$ cat src/rtl/mdu.sv
// Iterative RV64IM multiply/divide unit: radix-2 shift-add multiply and restoring
// division, one iteration per cycle, with divide-by-zero and overflow short-cut to DONE.
module mdu #(
  parameter int XLEN = 64
) (
  input  logic            clock,
  input  logic            reset,
  input  logic            flush_i,
  input  logic            start_i,
  input  logic [3:0]      op_i,
  input  logic [XLEN-1:0] srcA_i,
  input  logic [XLEN-1:0] srcB_i,
  output logic            stall_o,
  output logic            done_o,
  output logic [XLEN-1:0] result_o
);

  typedef enum logic [1:0] {IDLE, CALC, DONE} state_t;

  state_t            r_state;
  logic [6:0]        r_cnt;
  logic              r_done;
  logic [XLEN-1:0]   r_result;
  logic [2:0]        r_f3;
  logic              r_is_w;
  logic              r_neg;
  logic              r_rneg;
  logic [2*XLEN-1:0] r_acc;
  logic [2*XLEN-1:0] r_mcand;
  logic [XLEN-1:0]   r_mplier;
  logic [XLEN-1:0]   r_rem;
  logic [XLEN-1:0]   r_quo;
  logic [XLEN-1:0]   r_dvsr;

  // Operand decode for the op being offered this cycle.
  logic            w_is_w;
  logic [2:0]      w_f3;
  logic            w_is_div;
  logic            w_a_signed;
  logic            w_b_signed;
  logic [XLEN-1:0] w_a_ext;
  logic [XLEN-1:0] w_b_ext;
  logic            w_a_neg;
  logic            w_b_neg;
  logic [XLEN-1:0] w_a_mag;
  logic [XLEN-1:0] w_b_mag;
  logic [XLEN-1:0] w_min_neg;
  logic            w_div_zero;
  logic            w_ovf;
  logic [XLEN-1:0] w_spec_res;

  assign w_is_w     = op_i[3];
  // W forms of MULH/MULHSU/MULHU collapse to MULW.
  assign w_f3       = (op_i[3] && !op_i[2]) ? 3'b000 : op_i[2:0];
  assign w_is_div   = w_f3[2];
  assign w_a_signed = (w_f3 != 3'b011) && (w_f3 != 3'b101) && (w_f3 != 3'b111);
  assign w_b_signed = (w_f3 == 3'b000) || (w_f3 == 3'b001) ||
                      (w_f3 == 3'b100) || (w_f3 == 3'b110);
  assign w_a_ext    = w_is_w ? {{32{w_a_signed & srcA_i[31]}}, srcA_i[31:0]} : srcA_i;
  assign w_b_ext    = w_is_w ? {{32{w_b_signed & srcB_i[31]}}, srcB_i[31:0]} : srcB_i;
  assign w_a_neg    = w_a_signed & w_a_ext[XLEN-1];
  assign w_b_neg    = w_b_signed & w_b_ext[XLEN-1];
  assign w_a_mag    = w_a_neg ? -w_a_ext : w_a_ext;
  assign w_b_mag    = w_b_neg ? -w_b_ext : w_b_ext;
  assign w_min_neg  = w_is_w ? 64'hFFFF_FFFF_8000_0000 : 64'h8000_0000_0000_0000;
  assign w_div_zero = w_is_div && (w_b_ext == '0);
  assign w_ovf      = w_is_div && !w_f3[0] && (w_a_ext == w_min_neg) && (w_b_ext == '1);
  assign w_spec_res = w_div_zero ? (w_f3[1] ? (w_is_w ? {{32{w_a_ext[31]}}, w_a_ext[31:0]} : w_a_ext) : '1)
                                 : (w_f3[1] ? '0 : w_a_ext);

  // One iteration of both datapaths; only the one matching r_f3 is consumed.
  logic [2*XLEN-1:0] w_acc_next;
  logic [XLEN:0]     w_shift;
  logic              w_ge;
  logic [XLEN-1:0]   w_sub;
  logic [XLEN-1:0]   w_rem_next;
  logic [XLEN-1:0]   w_quo_next;
  logic [2*XLEN-1:0] w_prod;
  logic [XLEN-1:0]   w_q;
  logic [XLEN-1:0]   w_r;
  logic [XLEN-1:0]   w_raw;
  logic [XLEN-1:0]   w_final;

  assign w_acc_next = r_mplier[0] ? (r_acc + r_mcand) : r_acc;
  assign w_shift    = {r_rem, r_quo[XLEN-1]};
  assign w_ge       = (w_shift >= {1'b0, r_dvsr});
  // When w_ge holds the difference is below the divisor, so 64 bits suffice.
  assign w_sub      = w_shift[XLEN-1:0] - r_dvsr;
  assign w_rem_next = w_ge ? w_sub : w_shift[XLEN-1:0];
  assign w_quo_next = {r_quo[XLEN-2:0], w_ge};
  assign w_prod     = r_neg ? -w_acc_next : w_acc_next;
  assign w_q        = r_neg ? -w_quo_next : w_quo_next;
  assign w_r        = r_rneg ? -w_rem_next : w_rem_next;

  always_comb begin
    w_raw = '0;
    case (r_f3)
      3'b000:                 w_raw = w_prod[XLEN-1:0];
      3'b001, 3'b010, 3'b011: w_raw = w_prod[2*XLEN-1:XLEN];
      3'b100, 3'b101:         w_raw = w_q;
      default:                w_raw = w_r;
    endcase
  end

  assign w_final = r_is_w ? {{32{w_raw[31]}}, w_raw[31:0]} : w_raw;

  always_ff @(posedge clock) begin
    if (reset) begin
      r_state  <= IDLE;
      r_done   <= 1'b0;
      r_result <= '0;
      r_cnt    <= '0;
    end else if (flush_i) begin
      r_state <= IDLE;
      r_done  <= 1'b0;
    end else begin
      case (r_state)
        IDLE: begin
          r_done <= 1'b0;
          if (start_i) begin
            r_f3     <= w_f3;
            r_is_w   <= w_is_w;
            r_neg    <= w_a_neg ^ w_b_neg;
            r_rneg   <= w_a_neg;
            r_acc    <= '0;
            r_mcand  <= {{XLEN{1'b0}}, w_b_mag};
            r_mplier <= w_a_mag;
            r_rem    <= '0;
            // W dividends sit in the top half so the MSB-first shift works for both widths.
            r_quo    <= w_is_w ? {w_a_mag[31:0], 32'h0} : w_a_mag;
            r_dvsr   <= w_b_mag;
            r_cnt    <= w_is_w ? 7'd32 : 7'd64;
            if (w_div_zero || w_ovf) begin
              r_result <= w_spec_res;
              r_done   <= 1'b1;
              r_state  <= DONE;
            end else begin
              r_state <= CALC;
            end
          end
        end
        CALC: begin
          r_acc    <= w_acc_next;
          r_mcand  <= {r_mcand[2*XLEN-2:0], 1'b0};
          r_mplier <= {1'b0, r_mplier[XLEN-1:1]};
          r_rem    <= w_rem_next;
          r_quo    <= w_quo_next;
          r_cnt    <= r_cnt - 7'd1;
          if (r_cnt == 7'd1) begin
            r_result <= w_final;
            r_done   <= 1'b1;
            r_state  <= DONE;
          end
        end
        default: begin
          r_done  <= 1'b0;
          r_state <= IDLE;
        end
      endcase
    end
  end

  assign stall_o  = ((r_state == IDLE) && start_i && !flush_i) || (r_state == CALC);
  assign done_o   = r_done;
  assign result_o = r_result;

endmodule

$ cat config.mk
export PLATFORM = sky130hd
export DESIGN_NAME = mdu
export DESIGN_NICKNAME = d
export VERILOG_FILES = /design/src/rtl/mdu.sv
export SDC_FILE = /design/constraint.sdc
export NUM_CORES = 2
export LEC_CHECK = 0
export ABC_AREA = 1
export CAP_MARGIN = 5
export CORE_AREA = 2 2 410 412
export DETAILED_ROUTE_END_ITERATION = 16
export DIE_AREA = 0 0 412 414
export PLACE_DENSITY_LB_ADDON = 0.3
export SLEW_MARGIN = 40
export SYNTH_ARGS = -nofsm -noshare
export SYNTH_HDL_FRONTEND = slang
export SYNTH_SLANG_ARGS = --single-unit
$ cat constraint.sdc
create_clock -name clock -period 64.9 [get_ports clock]
set_clock_uncertainty 0.15 [all_clocks]
set_input_delay 12.98 -clock clock [delete_from_list [all_inputs] [get_ports clock]]
set_output_delay 12.98 -clock clock [all_outputs]
set_load 0.005 [all_outputs]
==> results_dict.tcl <==
set metrics [dict create \
    synthTopCellsByCount "nand2_1, inv_1, nor2_1" \
    start_util_pct 35.8 \
    grt_pass1_vias 60147 \
    pin_count 202 \
    clock_path_buffers 3 \
    final.setup.tns_ns 0 \
    critPathLaunchType "input pin" \
    grt_usage_pct 33.5 \
    ys_warn_count 0 \
    regArea_um2 17000 \
    status "finished, final reports clean" \
    fmax_ghz 0.0362 \
    grt_max_degree 184 \
    core_um2 166000 \
    finalNonFillerCells 12263 \
    p_total_uw 1260 \
    r2r_slack_ns 57.81 \
    post-route-drc-count 0 \
    portBuffers 201 \
    avgSynthCellArea_um2 5.99 \
    cp.arrival_ns 14.52 \
    synthAdderAreaFrac_pct 4.76 \
    synth_top_area_cell "edfxtp_1" \
    rsz0062_at_grt "false" \
    tightest_slew_ns 0.990 \
    grt_overflow 0 \
    synth_compound_area_share_pct 10.7 \
    first_pass_iters 6 \
    synth-edff-count 518 \
    netlist_area_um2 59400 \
    slew_headroom_pct 33.3 \
    die-area_um2 171000 \
    drtIter0Drc 8983 \
    grt_pass1_wl_um 418000 \
    ctsResizeCount 0 \
    via_count 67215 \
    critPathMaxFanout 3 \
    ys_dominant_reg_cell "edfxtp_1" \
    num_rows 150 \
    synth_nets 10260 \
    die-height_um 414 \
    fin_crit_sh_pct 42.6 \
    clk_latency_ns 0.72 \
    holdWs_ns 0.312 \
    ctsRootBufferMaster "clkbuf_16" \
    required_ns 51.77 \
    powerDensity_nw_per_um2 19.0 \
    worst_slack_ns 37.25 \
    synth_area_leaders "edfxtp_1, nand2_1, inv_1, nor2_1, nand3_1" \
    ctsHtreeMaxLevel 3 \
    dp_hpwl_um 246000 \
    dp.cells 12114 \
    synth.area.mux_share_pct 0 \
    criticalPathCategory "in2out" \
    multiInputGateArea_um2 35700 \
    synth_cell_types 62 \
    netSwitchingPower_uw 474 \
    drt-total-wl_um 297000 \
    nets 10326 \
    post_route_cells_drive_above_1_share_pct 4.12 \
    yosysMostFrequentCell "nand2_1" \
    hp-class "reg2reg" \
    fillCellCount 18408 \
    ctsHoldBuffers 0 \
    dp_slack_ns 37.23 \
    synth.top_cell.area_share_pct 26.2 \
    netlist_instances 9923 \
    crit_path_end_kind "output port" \
    p_comb_share_pct 28.7 \
    wl_per_cell_um 24.2 \
    antenna_found_initial 8 \
    finalCriticalPeriod_ns 27.65 \
    power_frac_seq_pct 35.8 \
    area_growth_pct 11.5 \
    clockPowerShare_pct 35.5 \
    cts_inserted_buffers 76 \
    internal_power_uw 787 \
    drv_slew 0 \
    hold_viol_final 0 \
    synth_top_family_by_area "simple AND/OR/NAND/NOR gates" \
    switching_share_pct 37.6 \
    path_clk_slew_ns 0.06 \
    leakage_uw 0.0303 \
    synth_simple_gate_area_share_pct 42.3 \
    seq_area_frac_synth_pct 28.7 \
    routabilityCongestion 1.05 \
    setup_viol 0 \
    fp.dieW_um 412 \
    synthArstFlopShare_pct 0 \
    postRouteAntennaNets 0 \
    vias_per_cell 5.48 \
    ir_drop_mv 0.0185 \
    ys_seq_elements 592 \
    maxCapViolCount 0 \
    cts_num_sinks 592 \
    synth_xor_area_share_pct 2.17 \
    cts_tree "built" \
    cts_setup_buffers 0 \
]
-- layer usage --
metal | part of all wire, % | up-vias | wire, um | track usage, %
met5 | 0.0027 | - | 8 | 0
met4 | 5.2 | 2 | 15400 | 15.0
met3 | 9.9 | 513 | 29400 | 6.12
met2 | 42 | 3421 | 124000 | 49.7
met1 | 43 | 31363 | 128000 | 47.0
li1 | - | 31916 | - | -
-- cell usage in the layout (no fill, tap or decap), types with 11 or more instances in the layout --
| cell type | synthesis | layout |
|---|---|---|
| inv_1 | 1481 | 1476 |
| edfxtp_1 | 518 | 518 |
| o22ai_1 | 31 | 31 |
| nand4_1 | 131 | 131 |
| clkbuf_1 | 166 | 11 |
| nand2_2 | 21 | 22 |
| and2_1 | 11 | 11 |
| maj3_1 | 30 | 30 |
| a21boi_0 | 12 | 12 |
| o21ai_2 | 10 | 13 |
| xnor2_1 | 52 | 52 |
| o211ai_1 | 30 | 30 |
| or2_2 | 108 | 108 |
| nor2_1 | 1399 | 1391 |
| clkdlybuf4s50_1 | 0 | 200 |
| o21a_1 | 18 | 18 |
| o21ai_1 | 32 | 37 |
| inv_2 | 15 | 18 |
| xor2_1 | 95 | 95 |
| a21oi_1 | 483 | 483 |
| ha_1 | 199 | 199 |
| nor3_1 | 114 | 114 |
| nor4_1 | 36 | 36 |
| buf_4 | 5 | 33 |
| clkbuf_16 | 0 | 80 |
| o21bai_1 | 18 | 18 |
| a31oi_1 | 16 | 16 |
| nand3_2 | 12 | 12 |
| nand3b_1 | 89 | 89 |
| nor2_2 | 25 | 27 |
| dfxtp_1 | 74 | 74 |
| nand3_1 | 747 | 747 |
| o21ai_0 | 440 | 432 |
| nand2_1 | 3294 | 3293 |
| nor2_4 | 7 | 13 |
| clkinv_2 | 0 | 11 |
| o221ai_1 | 25 | 25 |
-- logic make-up after synthesis --
logic type	count (synthesis)
and+or+nand+nor	6022
buffers and inverters	1765
AOI/OAI and AO/OA	1166
DFF	592
adders and majority gates	231
xor gates and xnor gates	147
-- registers in the layout (all words and copies together) (netlist names) --
name and count:
r_neg 1, r_state 2, r_cnt 7, done_o 1, result_o 64, r_mcand 128, r_rneg 1, r_quo 64
r_dvsr 64, r_rem 64, r_acc 128, r_mplier 64, r_is_w 1, r_f3 3
-- area by class of cell --
class | instances | area share (%)
sequential | 592 | 25.7
antenna | 8 | 0.0302
clock inverter | 43 | 0.699
inverter | 1501 | 8.52
clock buffer | 97 | 3.18
tap | 2204 | 4.16
multi-input combinational | 7566 | 53.9
timing repair buffer | 252 | 3.85
-- critical path: stages --
cell and delay [ns]:
clkdlybuf4s50_1 0.45, inv_1 0.06, nor3_1 0.21, nand2_1 0.18
nand2_1 0.12, clkdlybuf4s50_1 0.52
-- path summary, 6_finish.rpt --
path,start,cells past startpoint,end
min reg2reg,result_o[63],2,result_o[63]
max,start_i,6,stall_o
max reg2reg,r_rem[43],27,result_o[30]
min,result_o[63],2,result_o[63]
-- per-stage QoR --
stage / util, % / instance area, um^2
finish: 39.9 / 66300
global route: 39.8 / 66200
CTS: 39.8 / 66200
detailed placement: 38.3 / 63600
global placement: 38.2 / 63500
floorplan: - / 59400
-- power by group through the flow --
stage / Clock (uW) / Combinational [uW] / Sequential [uW]
2_1_floorplan: 0 / 213 / 460
3_3_place_gp: 0 / 347 / 459
3_5_place_dp: 0 / 350 / 459
4_1_cts: 454 / 352 / 451
5_1_grt: 465 / 388 / 452
6_report: 448 / 362 / 451
Power figures use the tool's default switching activity.
